`config.mk`:
```
export PLATFORM = sky130hd
export DESIGN_NAME = instr_fetch_unit_flat
export DESIGN_NICKNAME = d
export VERILOG_FILES = /design/src/rtl/instr_fetch_unit_if.sv /design/src/rtl/instr_fetch_unit.sv /design/src/flat_wrapper.sv
export SDC_FILE = /design/constraint.sdc
export NUM_CORES = 1
export LEC_CHECK = 0
export CAP_MARGIN = 40
export CORE_MARGIN = 5
export CORE_UTILIZATION = 48
export DETAILED_ROUTE_END_ITERATION = 7
export GPL_ROUTABILITY_DRIVEN = 0
export PLACE_DENSITY = 0.77
export SYNTH_ARGS = -nofsm -noshare
export SYNTH_HDL_FRONTEND = slang
export SYNTH_SLANG_ARGS = --single-unit
```
`constraint.sdc`:
```
create_clock -name clk -period 3.4 [get_ports clk]
set_input_delay 0.85 -clock clk [delete_from_list [all_inputs] [get_ports clk]]
set_output_delay 0.85 -clock clk [all_outputs]
set_load 0.1 [all_outputs]
```
`src/rtl/instr_fetch_unit_if.sv`:
```
// Instruction bus and decode-side handshake bundle for instr_fetch_unit.
// master = fetch unit, slave = bus/decode side.
interface instr_fetch_unit_if;
    logic [31:0] address;
    logic        read;
    logic [3:0]  byteenable;
    logic        waitrequest;
    logic [31:0] readdata;
    logic [31:0] instr_word;
    logic [31:0] instr_pc;
    logic        instr_valid;
    logic        instr_ready;
    logic        redirect_valid;
    logic [31:0] redirect_target;
    logic        active;
    logic        fetch_err;

    modport master (
        output address, read, byteenable, instr_word, instr_pc, instr_valid, active, fetch_err,
        input  waitrequest, readdata, instr_ready, redirect_valid, redirect_target
    );

    modport slave (
        input  address, read, byteenable, instr_word, instr_pc, instr_valid, active, fetch_err,
        output waitrequest, readdata, instr_ready, redirect_valid, redirect_target
    );
endinterface

```
`src/rtl/instr_fetch_unit.sv`:
```
// Instruction fetch unit: PC, Avalon-style read master, valid/ready to decode.
// Optional misaligned-target trap enabled by defining FETCH_ALIGN_CHECK_EN.
module instr_fetch_unit #(
    parameter logic [31:0] RESET_VECTOR = 32'hBFC00000,
    parameter logic [31:0] HALT_ADDR    = 32'h00000000
) (
    input  logic               clk,
    input  logic               rst_n,
    instr_fetch_unit_if.master bus
);
    // state   | meaning
    // START   | one idle cycle after reset
    // FETCH   | read issued, waiting for waitrequest low
    // HOLD    | instruction presented to decode
    // HALTED  | stopped until reset
    typedef enum logic [1:0] {ST_START, ST_FETCH, ST_HOLD, ST_HALTED} state_t;

    state_t      r_state;
    logic [31:0] r_pc;
    logic        r_read;
    logic [31:0] r_instr_word;
    logic [31:0] r_instr_pc;
    logic        r_instr_valid;
    logic        r_active;
    logic        r_fetch_err;
    logic        r_pend_valid;
    logic [31:0] r_pend_target;

    logic        w_handshake;
    logic [31:0] w_next_raw;
    logic [31:0] w_next_pc;
    logic        w_misaligned;

    always_comb begin
        w_handshake = (r_state == ST_HOLD) && r_instr_valid && bus.instr_ready;
        if (bus.redirect_valid)
            w_next_raw = bus.redirect_target;
        else if (r_pend_valid)
            w_next_raw = r_pend_target;
        else
            w_next_raw = r_pc + 32'd4;
`ifdef FETCH_ALIGN_CHECK_EN
        w_next_pc    = w_next_raw;
        w_misaligned = |w_next_raw[1:0];
`else
        w_next_pc    = {w_next_raw[31:2], 2'b00};
        w_misaligned = 1'b0;
`endif
    end

    always_ff @(posedge clk) begin
        if (!rst_n) begin
            r_state       <= ST_START;
            r_pc          <= RESET_VECTOR;
            r_read        <= 1'b0;
            r_instr_word  <= 32'd0;
            r_instr_pc    <= 32'd0;
            r_instr_valid <= 1'b0;
            r_active      <= 1'b1;
            r_fetch_err   <= 1'b0;
            r_pend_valid  <= 1'b0;
            r_pend_target <= 32'd0;
        end else begin
            // Redirects that arrive outside a handshake wait for the next PC update.
            if (bus.redirect_valid && (r_state != ST_HALTED) && !w_handshake) begin
                r_pend_valid  <= 1'b1;
                r_pend_target <= bus.redirect_target;
            end
            case (r_state)
                ST_START: begin
                    r_read  <= 1'b1;
                    r_state <= ST_FETCH;
                end
                ST_FETCH: begin
                    if (!bus.waitrequest) begin
                        r_instr_word  <= bus.readdata;
                        r_instr_pc    <= r_pc;
                        r_instr_valid <= 1'b1;
                        r_read        <= 1'b0;
                        r_state       <= ST_HOLD;
                    end
                end
                ST_HOLD: begin
                    if (w_handshake) begin
                        r_instr_valid <= 1'b0;
                        r_pend_valid  <= 1'b0;
                        if (w_misaligned) begin
                            r_fetch_err <= 1'b1;
                            r_active    <= 1'b0;
                            r_state     <= ST_HALTED;
                        end else if (w_next_pc == HALT_ADDR) begin
                            r_pc     <= w_next_pc;
                            r_active <= 1'b0;
                            r_state  <= ST_HALTED;
                        end else begin
                            r_pc    <= w_next_pc;
                            r_read  <= 1'b1;
                            r_state <= ST_FETCH;
                        end
                    end
                end
                ST_HALTED: begin
                    r_read        <= 1'b0;
                    r_instr_valid <= 1'b0;
                    r_active      <= 1'b0;
                end
                default: r_state <= ST_HALTED;
            endcase
        end
    end

    assign bus.address     = r_pc;
    assign bus.read        = r_read;
    assign bus.byteenable  = 4'hF;
    assign bus.instr_word  = r_instr_word;
    assign bus.instr_pc    = r_instr_pc;
    assign bus.instr_valid = r_instr_valid;
    assign bus.active      = r_active;
    assign bus.fetch_err   = r_fetch_err;
endmodule

```
`src/flat_wrapper.sv`:
```
// flat-port wrapper written by rule: the top's interface ports become plain ports
module instr_fetch_unit_flat 
#(
    parameter logic [31:0] RESET_VECTOR = 32'hBFC00000,
    parameter logic [31:0] HALT_ADDR    = 32'h00000000
)
  (clk, rst_n, bus_address, bus_read, bus_byteenable, bus_instr_word, bus_instr_pc, bus_instr_valid, bus_active, bus_fetch_err, bus_waitrequest, bus_readdata, bus_instr_ready, bus_redirect_valid, bus_redirect_target);
  instr_fetch_unit_if bus_i ();
  input  logic clk;
  input  logic rst_n;
  output wire logic [$bits(bus_i.address)-1:0] bus_address;
  output wire logic [$bits(bus_i.read)-1:0] bus_read;
  output wire logic [$bits(bus_i.byteenable)-1:0] bus_byteenable;
  output wire logic [$bits(bus_i.instr_word)-1:0] bus_instr_word;
  output wire logic [$bits(bus_i.instr_pc)-1:0] bus_instr_pc;
  output wire logic [$bits(bus_i.instr_valid)-1:0] bus_instr_valid;
  output wire logic [$bits(bus_i.active)-1:0] bus_active;
  output wire logic [$bits(bus_i.fetch_err)-1:0] bus_fetch_err;
  input wire logic [$bits(bus_i.waitrequest)-1:0] bus_waitrequest;
  input wire logic [$bits(bus_i.readdata)-1:0] bus_readdata;
  input wire logic [$bits(bus_i.instr_ready)-1:0] bus_instr_ready;
  input wire logic [$bits(bus_i.redirect_valid)-1:0] bus_redirect_valid;
  input wire logic [$bits(bus_i.redirect_target)-1:0] bus_redirect_target;
  assign bus_address = bus_i.address;
  assign bus_read = bus_i.read;
  assign bus_byteenable = bus_i.byteenable;
  assign bus_instr_word = bus_i.instr_word;
  assign bus_instr_pc = bus_i.instr_pc;
  assign bus_instr_valid = bus_i.instr_valid;
  assign bus_active = bus_i.active;
  assign bus_fetch_err = bus_i.fetch_err;
  assign bus_i.waitrequest = bus_waitrequest;
  assign bus_i.readdata = bus_readdata;
  assign bus_i.instr_ready = bus_instr_ready;
  assign bus_i.redirect_valid = bus_redirect_valid;
  assign bus_i.redirect_target = bus_redirect_target;
  instr_fetch_unit #(.RESET_VECTOR(RESET_VECTOR), .HALT_ADDR(HALT_ADDR)) u_core (.clk(clk), .rst_n(rst_n), .bus(bus_i));
endmodule
```
==> results.py, run 1 <==
metrics = {
    "cts": {
        "clkLatencyLatePin_ns": 0.42,
        "cts_root_buffer": "clkbuf_16",
        "clk_pin_slew_worst_paths_ns": 0.05,
        "cts.sinks": 128,
        "hold_buffers": 0,
        "cts_tree": "yes",
        "cts.repair.resized": 0,
        "post_cts_buffers": 0,
        "numCtsBuffers": 17,
        "h-tree-depth": 4,
        "cts_max_path_buffers": 2,
    },
    "power": {
        "swShare_pct": 38.55,
        "p_leak_nw": 3.342,
        "pwr-share-comb_pct": 32.3,
        "ir_drop_uv": 332.6,
        "clkPwrFrac_pct": 34.5,
        "p_per_area_nw_per_um2": 635.2,
        "p_seq_share_pct": 33.1,
        "p_sw_mw": 2.036,
        "totalPowerFinal_mw": 5.281,
        "p_int_mw": 3.245,
    },
    "synth": {
        "synthArstFlopShare_pct": 0,
        "synth_common_cells": "235 x nand2_1, 128 x a21oi_1, 128 x dfxtp_1",
        "synth_edf_count": 0,
        "synth-main-ff-cell": "dfxtp_1",
        "yosys_register_bits": 128,
        "ys_seq_area_share_pct": 41.49,
        "synthTopCellsByArea": "dfxtp_1 41%, nand2_1 14%, a21oi_1 10%",
        "syn_area_per_cell_um2": 7.522,
        "yosysWarnings": 0,
        "ys_types": 71,
        "postSynthCellCount": 821,
        "synth_top_area_share_pct": 41.49,
        "synth.largest_area_cell": "dfxtp_1",
        "netlist_area_um2": 6176,
        "synth.most_common_cell": "nand2_1",
    },
    "setup_path": {
        "crit_cells": 9,
        "reg2reg_depth": 9,
        "r2r_slack_ns": 0.40,
        "path_delay_family": "simple AND/OR/NAND/NOR gates",
        "crit_chain": "clkdlybuf4s50_1 > or4_1 > o41ai_1 > o21ai_0 > nor4_1 > nand4_1 > nor4_2 > a31oi_1 > mux2i_1",
        "r2r_end": "u_core.bus.read",
        "criticalPathCategory": "primary input to flop",
        "timing.rr.start": "u_core.bus.address[3]",
        "path_max_fanout": 2,
        "endpoint_kind": "flop",
        "critPathArrivalTime_ns": 3.35,
        "cp.buffers_inverters": 1,
        "max_stage_delay_ns": 0.53,
        "cp-start-kind": "primary input",
        "slowest_stage": "or4_1",
        "critPathRequiredTime_ns": 3.69,
    },
    "route": {
        "vias": 6236,
        "drt-total-wl_um": 18810,
        "postRouteAntennaNets": 0,
        "wl_per_cell_um": 16.38,
        "first_pass_iters": 5,
        "drt_iter0_drc": 650,
        "remaining_drc_errors": 0,
        "vias_per_cell": 5.432,
    },
    "global_routing": {
        "grt_max_degree": 63,
        "antenna_found_initial": 0,
        "grt_pass1_vias": 5674,
        "grt_pass1_wl_um": 29330,
        "groute.usage.overall_pct": 24.58,
        "gr-total-overflow": 0,
    },
    "sta": {
        "slew_headroom_pct": 57.82,
        "rsz0062_at_grt": "false",
        "skew_ns": 0.004451,
        "fin_setup_tns_ns": 0,
        "hold_viol_final": 0,
        "worstMarginPinSlew_ns": 0.6327,
        "period_share_pct": 89.77,
        "setup-violations-final": 0,
        "min_period_ns": 3.052,
        "fmax_mhz": 327.7,
        "finalMaxSlewViolations": 0,
    },
    "floorplanning": {
        "die_area_um2": 15240,
        "die_h_um": 123.4,
        "start_util_pct": 48.94,
        "die_w_um": 123.4,
        "rows": 41,
        "io-pin-count": 173,
        "core_area_um2": 12620,
    },
    "min_path": {
        "hold_path.class": "flop to flop",
        "worstHoldStart": "u_core.bus.instr_word[27]",
        "min_path_cells": 2,
        "hold_end": "u_core.bus.instr_word[27]",
    },
    "run": {
        "cap_violations": 0,
    },
    "layout": {
        "layout.nets": 1036,
        "syn_to_final_growth_pct": 34.62,
        "antenna_cells": 0,
        "layout-drive-gt1-share_pct": 18.24,
        "fillers": 1141,
    },
    "status": {
        "outcome": "finished clean",
    },
    "placement": {
        "place_hpwl_um": 13390,
        "portBuffers": 161,
    },
}
==> final cells by class <==
type,instances,area [um^2],area share (%)
Clock buffer,24,501.7,6.035
Clock inverter,8,102.6,1.234
Inverter,12,46.29,0.5568
Multi-Input combinational cell,616,3277,39.41
Sequential cell,128,2562,30.82
Tap cell,172,215.2,2.588
Timing Repair Buffer,188,1609,19.35
==> tightest hold or removal path, stage by stage (launching register included) <==
cell and delay, ns:
dfxtp_1 0.30, nand2_1 0.05, a21oi_1 0.05
==> power groups by stage <==
stage	sequential [mW]	clock [mW]	combinational (mW)
detailed placement	1.78	0	1.71
global route	1.77	1.92	1.81
CTS	1.75	1.84	1.71
floorplan	2.47	0	0.588
finish	1.75	1.82	1.71
global placement	1.77	0	1.70
==> stage by stage <==
stage                     worst slack (ns)  area (um^2)  hold slack [ns]  std cells  util (%)
after floorplan                     0.2215         6202           0.4320        828         -
after global placement             0.03138         7710           0.4378       1116     61.09
after detailed placement          -0.03821         7710           0.4446       1116     61.09
after CTS                           0.3904         8314           0.4522       1148     65.88
after global routing                0.1782         8314           0.4659       1148     65.88
final                               0.3480         8314           0.4520       1148     65.88
==> placed cells by master, fill, tap and decap left out, drive strengths merged, types with 14 or more instances in the layout <==
master         netlist  routed
o21ai               32      32
a21oi              128     128
clkbuf              50      24
nor3                14      14
nor2                37      37
clkdlybuf4s50        0      65
buf                 22     123
nand3               19      19
nand2              235     235
dfxtp              128     128
==> per-layer routing <==
metal	vias up	part of all wire, %	GRT usage [%]
met2	245	47	38.33
met5	-	0	0
met1	2849	43	33.09
met4	0	2.0	8.997
met3	30	8.3	5.993
li1	3112	-	-
==> kinds of logic (layout without fill, tap and decap cells) <==
group | count (synthesis) | after routing | share of synthesized area (%)
buf+inv | 84 | 232 | 6.037
mux | 7 | 7 | 1.155
flops | 128 | 128 | 41.49
simple gates | 369 | 369 | 28.38
other cells | 2 | 9 | 0.1216
xor+xnor | 10 | 10 | 1.418
compound gates | 217 | 217 | 20.58
fa+ha+maj | 4 | 4 | 0.8104
==> worst max-delay path by stage <==
stage                                 start               to
floorplan             u_core.bus.address[2]  u_core.bus.read
global placement    bus_redirect_target[19]  u_core.bus.read
detailed placement  bus_redirect_target[19]  u_core.bus.read
CTS                 bus_redirect_target[19]  u_core.bus.read
global route        bus_redirect_target[20]  u_core.bus.read
finish              bus_redirect_target[19]  u_core.bus.read
==> flip-flops by register name, summed over array words and instances (netlist names) <==
register / cells
u_core.r_pend_target: 30
u_core.r_pend_valid: 1
u_core.bus.address: 30
u_core.bus.instr_valid: 1
u_core.bus.active: 1
u_core.bus.instr_pc: 30
u_core.r_state: 2
u_core.bus.instr_word: 32
u_core.bus.read: 1
Power figures use the tool's default switching activity.
==> inputs of run 2 (changes only) <==
--- a/config.mk
+++ b/config.mk
@@ -8,6 +8,7 @@
 export CAP_MARGIN = 40
 export CORE_MARGIN = 5
 export CORE_UTILIZATION = 48
+export CTS_CLUSTER_SIZE = 12
 export DETAILED_ROUTE_END_ITERATION = 7
 export GPL_ROUTABILITY_DRIVEN = 0
 export PLACE_DENSITY = 0.77
==> results of run 2 <==
Same layout as run 1: the final DEF is identical, and so are final timing and power.
